### src/rtl/mig_cmd_queue.sv
// mig_cmd_queue: round-robin write/read command arbiter feeding a FWFT command queue for the MIG sequencer
module mig_cmd_queue #(
  parameter int ADDR_W   = 32,
  parameter int LEN_W    = 8,
  parameter int AW       = 3,
  parameter int AFULL_TH = 2**AW-2
) (
  input  logic              clk,
  input  logic              rst,
  input  logic              wcmd_valid,
  output logic              wcmd_ready,
  input  logic [ADDR_W-1:0] wcmd_addr,
  input  logic [LEN_W-1:0]  wcmd_len,
  input  logic              rcmd_valid,
  output logic              rcmd_ready,
  input  logic [ADDR_W-1:0] rcmd_addr,
  input  logic [LEN_W-1:0]  rcmd_len,
  output logic              q_valid,
  input  logic              q_ready,
  output logic [ADDR_W-1:0] q_addr,
  output logic [LEN_W-1:0]  q_len,
  output logic              q_rd,
  output logic [AW:0]       q_count,
  output logic              q_empty,
  output logic              q_afull
);
  localparam int EW = 1 + LEN_W + ADDR_W;
  localparam logic [AW:0] DEPTH_C = (AW+1)'(2**AW);
  localparam logic [AW:0] AFULL_C = (AW+1)'(AFULL_TH);
  logic [EW-1:0] r_mem [2**AW];
  logic [AW-1:0] r_wptr, r_rptr;
  logic [AW:0]   r_count;
  logic          r_prio_rd;
  logic          w_ok, w_push_r, w_push, w_pop;
  logic [EW-1:0] w_entry, w_head;
  always_comb begin
    w_ok       = ~rst & (r_count != DEPTH_C);
    rcmd_ready = w_ok & (~wcmd_valid | r_prio_rd);
    wcmd_ready = w_ok & (~rcmd_valid | ~r_prio_rd);
    w_push_r   = rcmd_valid & rcmd_ready;
    w_push     = w_push_r | (wcmd_valid & wcmd_ready);
    w_pop      = q_valid & q_ready;
    w_entry    = w_push_r ? {1'b1, rcmd_len, rcmd_addr} : {1'b0, wcmd_len, wcmd_addr};
    w_head     = q_valid ? r_mem[r_rptr] : '0;
  end
  assign q_count = r_count;
  assign q_empty = r_count == '0;
  assign q_valid = ~q_empty;
  assign q_afull = r_count >= AFULL_C;
  assign {q_rd, q_len, q_addr} = w_head;
  always_ff @(posedge clk)
    if (w_push) r_mem[r_wptr] <= w_entry;
  always_ff @(posedge clk) begin
    if (rst) begin
      r_wptr    <= '0;
      r_rptr    <= '0;
      r_count   <= '0;
      r_prio_rd <= 1'b1;
    end else begin
      if (w_push) begin
        r_wptr    <= r_wptr + 1'b1;
        r_prio_rd <= ~w_push_r;
      end
      if (w_pop) r_rptr <= r_rptr + 1'b1;
      r_count <= r_count + (AW+1)'(w_push) - (AW+1)'(w_pop);
    end
  end
endmodule
### config.mk
export PLATFORM = sky130hd
export DESIGN_NAME = mig_cmd_queue
export DESIGN_NICKNAME = d
export VERILOG_FILES = /design/src/rtl/mig_cmd_queue.sv
export SDC_FILE = /design/constraint.sdc
export NUM_CORES = 1
export LEC_CHECK = 0
export ABC_AREA = 0
export BUFFER_PORTS_ARGS = -buffer_cell sky130_fd_sc_hd__buf_2
export CAP_MARGIN = 20
export CORE_MARGIN = 10
export CORE_UTILIZATION = 57
export DETAILED_ROUTE_END_ITERATION = 10
export GPL_TIMING_DRIVEN = 0
export PLACE_DENSITY = 0.77
export SLEW_MARGIN = 10
export SYNTH_ARGS = -nofsm -noshare
export SYNTH_HDL_FRONTEND = slang
export SYNTH_SLANG_ARGS = --single-unit
export TNS_END_PERCENT = 50
### constraint.sdc
create_clock -name clk -period 7.7 [get_ports clk]
set_clock_uncertainty 0.1 [all_clocks]
set_input_delay 1.54 -clock clk [delete_from_list [all_inputs] [get_ports clk]]
set_output_delay 1.54 -clock clk [all_outputs]
set_load 0.02 [all_outputs]
==> flow_metrics.py <==
metrics = {
    "yosys": {
        "syn_avg_cell_area_sq_um": 21.95,
        "synth_area_sq_um": 13520,
        "yosys_warnings": 0,
        "ys_ff_latch": 342,
        "netlist_instances": 616,
        "ys_types": 38,
        "seq_area_frac_synth_pct": 74.91,
        "syn_nets": 711,
    },
    "worst_setup_path": {
        "critPathMaxStageDelay_ps": 580,
        "worst_setup_path_end_kind": "output pin",
        "path_cells": "inv_1 > ha_1 > or3b_1 > buf_6 > inv_2 > nor2_1 > clkbuf_1 > a22o_1 > buf_2",
        "path_buf_inv": 5,
        "crit_type": "register to output pin",
        "worstPathArrival_ps": 2920,
        "startpoint_type": "register",
        "cp_slowest_cell": "clkbuf_1",
        "crit_required_ps": 6060,
        "crit_family": "buffers and inverters",
        "crit_fanout": 10,
    },
    "route": {
        "viasPerCell": 5.982,
        "detail-route-antenna-nets": 0,
        "dr.pass1.iters": 4,
        "wl_per_cell_um": 25.40,
        "drtIter0Drc": 738,
        "routed-via-count": 6951,
        "drc": 0,
        "wl_mm": 29.52,
    },
    "clock_tree": {
        "cts.sinks": 342,
        "cts_tree": "done",
        "worstSkewPairLatency_ps": 510,
        "cts-resized-gates": 0,
        "cts_made_buffers": 35,
        "cts_buffer_depth": 3,
        "cts.htree.levels": 2,
        "cts.hold.buffers_added": 0,
        "cts_setup_buffers": 0,
        "clk_pin_slew_worst_paths_ps": 60,
        "cts-root-buf": "clkbuf_16",
    },
    "final_layout": {
        "fin_util_pct": 68.62,
        "syn2layout_area_growth_pct": 18.75,
        "drive_gt1_share_pct": 42.11,
        "nNetsFinal": 913,
        "fill_cells": 1452,
        "diodes": 0,
    },
    "global_routing": {
        "antenna_found_initial": 0,
        "track_usage_pct": 19.55,
        "grt_first_pass_wirelength_mm": 45.02,
        "grt_max_degree": 24,
        "grt.overflow.total": 0,
        "first_global_vias": 7632,
    },
    "power_and_ir_drop": {
        "leakage_nw": 5.516,
        "power_density_nw_per_um2": 327.2,
        "power_mw": 5.255,
        "vdd_drop_max_uv": 226.3,
    },
    "run": {
        "drv.max_cap_violation_count": 0,
    },
    "die": {
        "coreArea_sq_um": 23400,
        "num_rows": 56,
        "die_y_um": 174.0,
        "io_pins": 135,
        "die_w_um": 174.0,
        "initial_utilization_pct": 57.78,
        "die-area_sq_um": 30280,
    },
    "sta": {
        "maxSlewViolCount": 0,
        "finalHoldViolCount": 0,
        "fin_crit_ps": 4565,
        "rsz0062_at_grt": "no",
        "period_share_pct": 59.28,
        "slew-limit-headroom_pct": 45.71,
        "timing.fmax_mhz": 219.1,
        "setup_violations": 0,
        "tightest_slew_ps": 812.4,
        "holdWs_ps": 426.5,
    },
    "placed_design": {
        "dpl.hpwl_mm": 18.83,
        "place.gp.congestion": 0.7522,
        "port_buffers": 133,
    },
    "worst_hold_path": {
        "hp-class": "register to register",
    },
    "status": {
        "status": "complete, no violations",
    },
}
## path summary, 6_finish.rpt
| path | endpoint | cells after the start | from | slack (ps) |
|---|---|---|---|---|
| setup / recovery | q_addr[29] | 9 | q_count[2] | 3140 |
| hold / removal | r_prio_rd | 1 | r_prio_rd | 430 |
| setup reg to reg | r_mem[0][10] | 9 | q_count[2] | 4750 |
| hold reg to reg | r_prio_rd | 1 | r_prio_rd | 430 |
## cells by family (layout without fill, tap and decap cells)
logic type      Yosys count  count (layout)  share of synthesized area, %
buf+inv                  44             271                         1.878
fa+ha+maj                10              10                        0.9808
xor+xnor                  1               1                       0.06478
flops                   342             342                         74.91
compound gates           59              59                         3.525
simple gates             37              37                         1.573
mux                     123             123                         17.07
## worst register-to-register path: cells and delay by family, from the launching register on
| family | cells | cell delay [ps] |
|---|---|---|
| buffers and inverters | 5 | 990 |
| adders and majority gates | 1 | 210 |
| DFF | 1 | 370 |
| and+or+nand+nor | 3 | 990 |
## per-layer routing
layer / track usage [%] / routed length (um)
met1: 24.15 / 11400
met2: 32.91 / 15000
met3: 4.919 / 2319
met4: 7.089 / 790
met5: 0 / 0
## final cells by class
| cell class | count | area [sq um] | share of cell area, % |
|---|---|---|---|
| flip-flops and latches | 342 | 10130 | 63.08 |
| multi-input cells | 230 | 3188 | 19.85 |
| repair buffers | 165 | 993.5 | 6.186 |
| clock buffers | 47 | 950.9 | 5.921 |
| well taps | 319 | 399.1 | 2.485 |
| plain buffers | 34 | 216.5 | 1.348 |
| clock inverters | 15 | 143.9 | 0.8960 |
| inverters | 10 | 37.54 | 0.2337 |
## synthesized netlist by cell type (all sizes together)
cell type  instances  share of area (%)
a211oi             1              0.056
a21o               1              0.056
a21oi              5               0.19
a221o              1              0.074
a22o              41                2.7
a311oi             1              0.065
a31o               1              0.065
and2               1              0.065
buf               21                1.2
clkbuf            13               0.36
dfxtp             14                2.1
edfxtp           328                 73
fa                 1               0.15
ha                 9               0.83
inv               10               0.28
mux2              41                3.4
mux4              82                 14
nand2              6               0.17
nand2b             2              0.093
nand3              3               0.11
nor2              10               0.28
nor2b              3               0.14
nor3               5               0.19
nor3b              1              0.093
nor4               1              0.046
nor4b              1               0.18
o211ai             2               0.11
o21ai              5               0.19
o21ba              1              0.074
or3                2              0.093
or3b               2               0.13
xor2               1              0.065
## flip-flops by register name, indices dropped and copies added, names as in the netlist, named ones only
name and count:
r_rptr 3, r_prio_rd 1, q_count 4, r_mem 328, r_wptr 3
## stage by stage
| step | setup WS [ps] | instance area [sq um] | setup TNS (ps) | std cells |
|---|---|---|---|---|
| CTS | 3150 | 16060 | 0 | 1162 |
| floorplan | 1034 | 13520 | 0 | 616 |
| global route | 2990 | 16060 | 0 | 1162 |
| finish | 3135 | 16060 | 0 | 1162 |
| global placement | -3210 | 14590 | -270150 | 1068 |
| detailed placement | 3487 | 14960 | 0 | 1100 |
## cells in the final DEF, fill, tap and decap left out, types with 4 or more instances in the layout
| cell type | n |
|---|---|
| edfxtp_1 | 328 |
| buf_2 | 145 |
| mux4_2 | 82 |
| a22o_1 | 41 |
| clkbuf_16 | 35 |
| clkbuf_1 | 22 |
| mux2_2 | 22 |
| buf_4 | 19 |
| mux2_1 | 19 |
| buf_6 | 14 |
| dfxtp_1 | 14 |
| inv_1 | 9 |
| ha_1 | 9 |
| nor2_1 | 7 |
| nand2_1 | 6 |
| buf_8 | 5 |
| o21ai_0 | 5 |
| a21oi_1 | 5 |
| clkinv_2 | 5 |
| nor3_2 | 4 |
## report_power, final
group          switching [mW]  internal (mW)  leakage, nW
clock network           0.666          0.939        0.528
logic                   0.810          0.573         1.90
registers              0.0484           2.22         3.08
No activity file was read; power rests on OpenSTA's default activity.
